===== src/rtl/reg_share_pkg.sv =====
// Shared definitions for the register-share arbiter: FSM state encoding
// and the default configuration constants.
package reg_share_pkg;

    localparam int DEF_N_REQ = 4;
    localparam int DEF_WIDTH = 8;
    localparam int DEF_HOLD  = 2;

    // IDLE: waiting for a request; LOAD: register captures the owner's lane;
    // HOLD: grant persists so the owner can use the register output.
    typedef enum logic [1:0] {
        S_IDLE = 2'd0,
        S_LOAD = 2'd1,
        S_HOLD = 2'd2
    } state_t;

endpackage


===== src/rtl/shared_reg.sv =====
// Shared WIDTH-bit storage register with load enable and synchronous reset.
module shared_reg #(
    parameter int WIDTH = 8
) (
    input  logic             clk,
    input  logic             reset,
    input  logic             load,
    input  logic [WIDTH-1:0] d,
    output logic [WIDTH-1:0] q
);

    // Capture d on the load strobe; hold the value otherwise.
    always_ff @(posedge clk) begin
        if (reset) begin
            q <= '0;
        end else if (load) begin
            q <= d;
        end
    end

endmodule


===== src/rtl/reg_share_arbiter.sv =====
// Arbiter granting one requester at a time write access to a shared register.
// The granted lane is loaded one cycle after the grant and the grant is then
// held for HOLD cycles, or released early when the owner drops its request.
// Build option: define REG_SHARE_RR_EN for round-robin selection; without it
// the lowest set request index always wins and no pointer register exists.
//
// Handshake: req is level-sensitive. A requester owns the register while its
// gnt bit is high; q holds its lane from the cycle after gnt rises. Dropping
// req during HOLD ends the grant at the next edge; during LOAD it is ignored.
module reg_share_arbiter
    import reg_share_pkg::*;
#(
    parameter int N_REQ = DEF_N_REQ,
    parameter int WIDTH = DEF_WIDTH,
    parameter int HOLD  = DEF_HOLD
) (
    input  logic                     clk,
    input  logic                     reset,
    input  logic [N_REQ-1:0]         req,
    input  logic [N_REQ*WIDTH-1:0]   wdata,
    output logic [N_REQ-1:0]         gnt,
    output logic [$clog2(N_REQ)-1:0] owner,
    output logic                     busy,
    output logic [WIDTH-1:0]         q
);

    localparam int OW = $clog2(N_REQ);
    localparam int CW = $clog2(HOLD + 1);
    localparam logic [CW-1:0] CNT_INIT = CW'(HOLD - 1);
    localparam logic [N_REQ-1:0] ONE = {{(N_REQ-1){1'b0}}, 1'b1};

    state_t          state, state_d;
    logic [N_REQ-1:0] gnt_d;
    logic [OW-1:0]   owner_d;
    logic            busy_d;
    logic [CW-1:0]   cnt, cnt_d;
    logic [OW-1:0]   winner;
    logic            any_req;
    logic            to_idle;
    logic            load;
    logic [WIDTH-1:0] lane;

`ifdef REG_SHARE_RR_EN
    logic [OW-1:0] ptr;
    int            idx;

    // Round-robin pick: first set request scanning upward from ptr, wrapping.
    always_comb begin
        winner  = '0;
        any_req = 1'b0;
        idx     = 0;
        for (int i = 0; i < N_REQ; i++) begin
            idx = int'(ptr) + i;
            if (idx >= N_REQ) begin
                idx = idx - N_REQ;
            end
            if (!any_req && req[idx]) begin
                any_req = 1'b1;
                winner  = OW'(idx);
            end
        end
    end

    // Pointer advances past the finishing owner on every return to IDLE.
    always_ff @(posedge clk) begin
        if (reset) begin
            ptr <= '0;
        end else if (to_idle) begin
            ptr <= (int'(owner) == N_REQ - 1) ? '0 : owner + 1'b1;
        end
    end
`else
    // Fixed priority pick: lowest set request index wins.
    always_comb begin
        winner  = '0;
        any_req = 1'b0;
        for (int i = 0; i < N_REQ; i++) begin
            if (!any_req && req[i]) begin
                any_req = 1'b1;
                winner  = OW'(i);
            end
        end
    end
`endif

    // Next-state and next-output logic; all outputs are registered below.
    always_comb begin
        state_d = state;
        gnt_d   = gnt;
        owner_d = owner;
        busy_d  = busy;
        cnt_d   = cnt;
        to_idle = 1'b0;
        case (state)
            S_IDLE: begin
                if (any_req) begin
                    gnt_d   = ONE << winner;
                    owner_d = winner;
                    busy_d  = 1'b1;
                    state_d = S_LOAD;
                end
            end
            S_LOAD: begin
                cnt_d   = CNT_INIT;
                state_d = S_HOLD;
            end
            S_HOLD: begin
                if (!req[owner] || cnt == '0) begin
                    gnt_d   = '0;
                    busy_d  = 1'b0;
                    to_idle = 1'b1;
                    state_d = S_IDLE;
                end else begin
                    cnt_d = cnt - 1'b1;
                end
            end
            default: begin
                gnt_d   = '0;
                busy_d  = 1'b0;
                state_d = S_IDLE;
            end
        endcase
    end

    // State and output registers; reset wins over any in-flight grant.
    always_ff @(posedge clk) begin
        if (reset) begin
            state <= S_IDLE;
            gnt   <= '0;
            owner <= '0;
            busy  <= 1'b0;
            cnt   <= '0;
        end else begin
            state <= state_d;
            gnt   <= gnt_d;
            owner <= owner_d;
            busy  <= busy_d;
            cnt   <= cnt_d;
        end
    end

    assign load = (state == S_LOAD);
    assign lane = wdata[int'(owner)*WIDTH +: WIDTH];

    shared_reg #(
        .WIDTH (WIDTH)
    ) u_shared_reg (
        .clk   (clk),
        .reset (reset),
        .load  (load),
        .d     (lane),
        .q     (q)
    );

endmodule


===== config.mk =====
export PLATFORM = sky130hd
export DESIGN_NAME = reg_share_arbiter
export DESIGN_NICKNAME = d
export VERILOG_FILES = /design/src/rtl/reg_share_pkg.sv /design/src/rtl/shared_reg.sv /design/src/rtl/reg_share_arbiter.sv
export SDC_FILE = /design/constraint.sdc
export NUM_CORES = 1
export LEC_CHECK = 0
export BUFFER_PORTS_ARGS = -buffer_cell sky130_fd_sc_hd__buf_2
export CORE_UTILIZATION = 40
export CTS_BUF_LIST = sky130_fd_sc_hd__clkbuf_8
export CTS_CLUSTER_SIZE = 14
export DETAILED_ROUTE_END_ITERATION = 7
export GPL_TIMING_DRIVEN = 0
export PLACE_DENSITY_LB_ADDON = 0.12
export SYNTH_ARGS = -nofsm -noshare
export SYNTH_HDL_FRONTEND = slang
export SYNTH_SLANG_ARGS = --single-unit

===== constraint.sdc =====
create_clock -name clk -period 2.4 [get_ports clk]
set_clock_uncertainty 0.2 [all_clocks]
set_input_delay 0.24 -clock clk [delete_from_list [all_inputs] [get_ports clk]]
set_output_delay 0.24 -clock clk [all_outputs]
set_load 0.01 [all_outputs]

==> results.sh <==
export IMPL_outcome="complete, no violations"
export IMPL_grt_overflow=0
export IMPL_antenna_found_initial=0
export IMPL_clk_pin_slew_ns=0.07
export IMPL_yosys_area_top_type="dfxtp_1"
export IMPL_wirelength_um=2170
export IMPL_die_h_um=52.4
export IMPL_area_growth_pct=33.1
export IMPL_crit_path_end_kind="flop"
export IMPL_drt_iter0_drc=9
export IMPL_postSynthCellCount=98
export IMPL_start_util_pct=44.2
export IMPL_yosysSeqAreaShare_pct=37.4
export IMPL_finalWorstSetupSlack_ns=0.523
export IMPL_max_slew_margin_pct=53.2
export IMPL_clock_latency_ns=0.25
export IMPL_ys_async_sr_fraction_pct=0
export IMPL_slowest_stage="mux4_2"
export IMPL_cts_root_buffer="clkbuf_8"
export IMPL_grt_pass1_wl_um=3470
export IMPL_post_cts_resized=0
export IMPL_dpl_cell_area_sq_um=1310
export IMPL_power_density_nw_per_um2=573
export IMPL_crit_type="reg2reg"
export IMPL_post_route_util_pct=58.9
export IMPL_leakage_nw=0.612
export IMPL_io_pins=53
export IMPL_reg2reg_depth=5
export IMPL_post_synth_top_count_cell="dfxtp_1"
export IMPL_wl_per_cell_um=12.0
export IMPL_synth_net_count=137
export IMPL_p_total_mw=0.775
export IMPL_worst_pin_slew_ns=0.696
export IMPL_startpoint_type="flop"
export IMPL_required_ns=2.40
export IMPL_layout_nets=193
export IMPL_worstReg2RegStart="owner[1]"
export IMPL_rows=17
export IMPL_routabilityCongestion=0.721
export IMPL_min_path_cells=2
export IMPL_r2r_end="cnt[1]"
export IMPL_cts_setup_buffers=0
export IMPL_grt_max_degree=12
export IMPL_setup_viol=0
export IMPL_ys_seq_elements=19
export IMPL_postRouteAntennaNets=0
export IMPL_max_freq_ghz=0.533
export IMPL_vias=913
export IMPL_crit_fanout=10
export IMPL_synth_area_per_cell_sq_um=10.4
export IMPL_final_period_utilization_pct=78.2
export IMPL_slowest_delay_ns=0.53
export IMPL_cts_path_max_buffers=2
export IMPL_finalHoldViolCount=0
export IMPL_final_setup_tns_ns=0
export IMPL_rsz0062_at_grt="no"
export IMPL_first_pass_iters=4
export IMPL_synth_top_area_share_pct=37.4
export IMPL_final_area_sq_um=1350
export IMPL_yosysWarnings=0
export IMPL_place_hpwl_um=1670
export IMPL_hold_class="in2reg"
export IMPL_ir_drop_mv=0.340
export IMPL_layout_drive_gt1_share_pct=41.8
export IMPL_route_detailed_drc=0
export IMPL_netlist_area_sq_um=1020
export IMPL_fin_crit_ns=1.88
export IMPL_synth_commonest_cells="dfxtp_1, nand2_1, a21oi_1, mux4_1, nor2_1"
export IMPL_htreeDepth=1
export IMPL_dp_worst_setup_slack_ns=0.533
export IMPL_grt_pass1_vias=809
export IMPL_grt_use_total_pct=17.4
export IMPL_diodes=0
export IMPL_cp_data_arrival_time_ns=1.87
export IMPL_cts_tree="yes"
export IMPL_via_per_inst=5.04
export IMPL_synth_edf_count=0
export IMPL_core_area_sq_um=2300
export IMPL_synthFlopType="dfxtp_1"
export IMPL_hold_path_endpoint="cnt[0]"
export IMPL_synth_cell_types=28
export IMPL_clock_sinks=19
export IMPL_hp_start="reset"
export IMPL_crit_path_cell_trace="buf_6, mux4_2, nand3_1, mux2_2, nor2_1"
export IMPL_numCtsBuffers=3
export IMPL_finalMaxSlewViolations=0
export IMPL_synth_area_leaders="dfxtp_1, mux4_1, nand2_1"
export IMPL_die_width_um=52.4
export IMPL_r2r_setup_slack_ns=0.52
export IMPL_numPortBuffers=51
export IMPL_cts_hold_buf=0
export IMPL_cap_violations=0
export IMPL_dieArea_sq_um=2750
## layer usage
metal | wire (um) | share of wire [%] | vias up | global-route usage [%]
met5 | 0 | 0 | - | 0
met4 | 14 | 0.65 | 0 | 5.26
met3 | 122 | 5.6 | 2 | 3.48
met2 | 1020 | 47 | 34 | 29.1
met1 | 1010 | 47 | 402 | 22.5
li1 | - | - | 475 | -
## layout by cell type, fill, tap and decap left out, types with 2 or more instances in the layout
cell      Yosys  routed
clkbuf_1      3       3
nand2b_1      2       2
buf_6         2       2
nor2_1        6       6
nor4_1        2       2
a21oi_1       9       9
inv_1         5       5
nand2_1      18      18
dfxtp_1      19      19
buf_2         1      52
nor2b_1       3       3
mux4_1        8       8
nor3_1        3       3
a32o_1        3       3
clkbuf_8      0       3
## worst max-delay path: cells and delay by family, from the launching register on
family,cells,cell delay [ns]
buffers and inverters,1,0.15
flip-flops,1,0.35
multiplexers,2,0.88
AND/OR/NAND/NOR,2,0.24
## worst max-delay path by stage
| stage | start | to | depth (start not counted) |
|---|---|---|---|
| 2_1_floorplan | owner[1] | cnt[1] | 5 |
| 3_3_place_gp | owner[1] | cnt[1] | 5 |
| 3_5_place_dp | owner[1] | cnt[1] | 5 |
| 4_1_cts | owner[1] | cnt[1] | 5 |
| 5_1_grt | owner[1] | cnt[1] | 5 |
| 6_report | owner[1] | cnt[1] | 5 |
## sequential cells by signal, summed over array words and instances (netlist names)
register	count
state	2
gnt	4
u_shared_reg.q	8
busy	1
owner	2
cnt	2
## kinds of logic after synthesis
group	synth area share (%)
AOI/OAI and AO/OA	12.2
adders and majority gates	1.23
buffers and inverters	6.40
muxes	25.0
and+or+nand+nor	17.7
DFF	37.4
## final cells by class
cell class,instances,area (sq um)
fillers,217,945
multi-input cells,67,571
flip-flops and latches,19,380
repair buffers,51,255
plain buffers,7,46.3
clock buffers,3,41.3
well taps,28,35.0
inverters,5,18.8
clock inverters,1,5.00
## per-stage QoR
stage	hold WS (ns)	instances
6_report	0.0674	181
3_3_place_gp	0.240	177
4_1_cts	0.0749	181
2_1_floorplan	0.194	98
3_5_place_dp	0.251	177
5_1_grt	0.0932	181
## power breakdown
group / switching [mW] / internal [mW]
Clock: 0.106 / 0.115
Combinational: 0.0931 / 0.102
Sequential: 0.0161 / 0.342
Note: power is estimated with default switching activity, not from simulation.
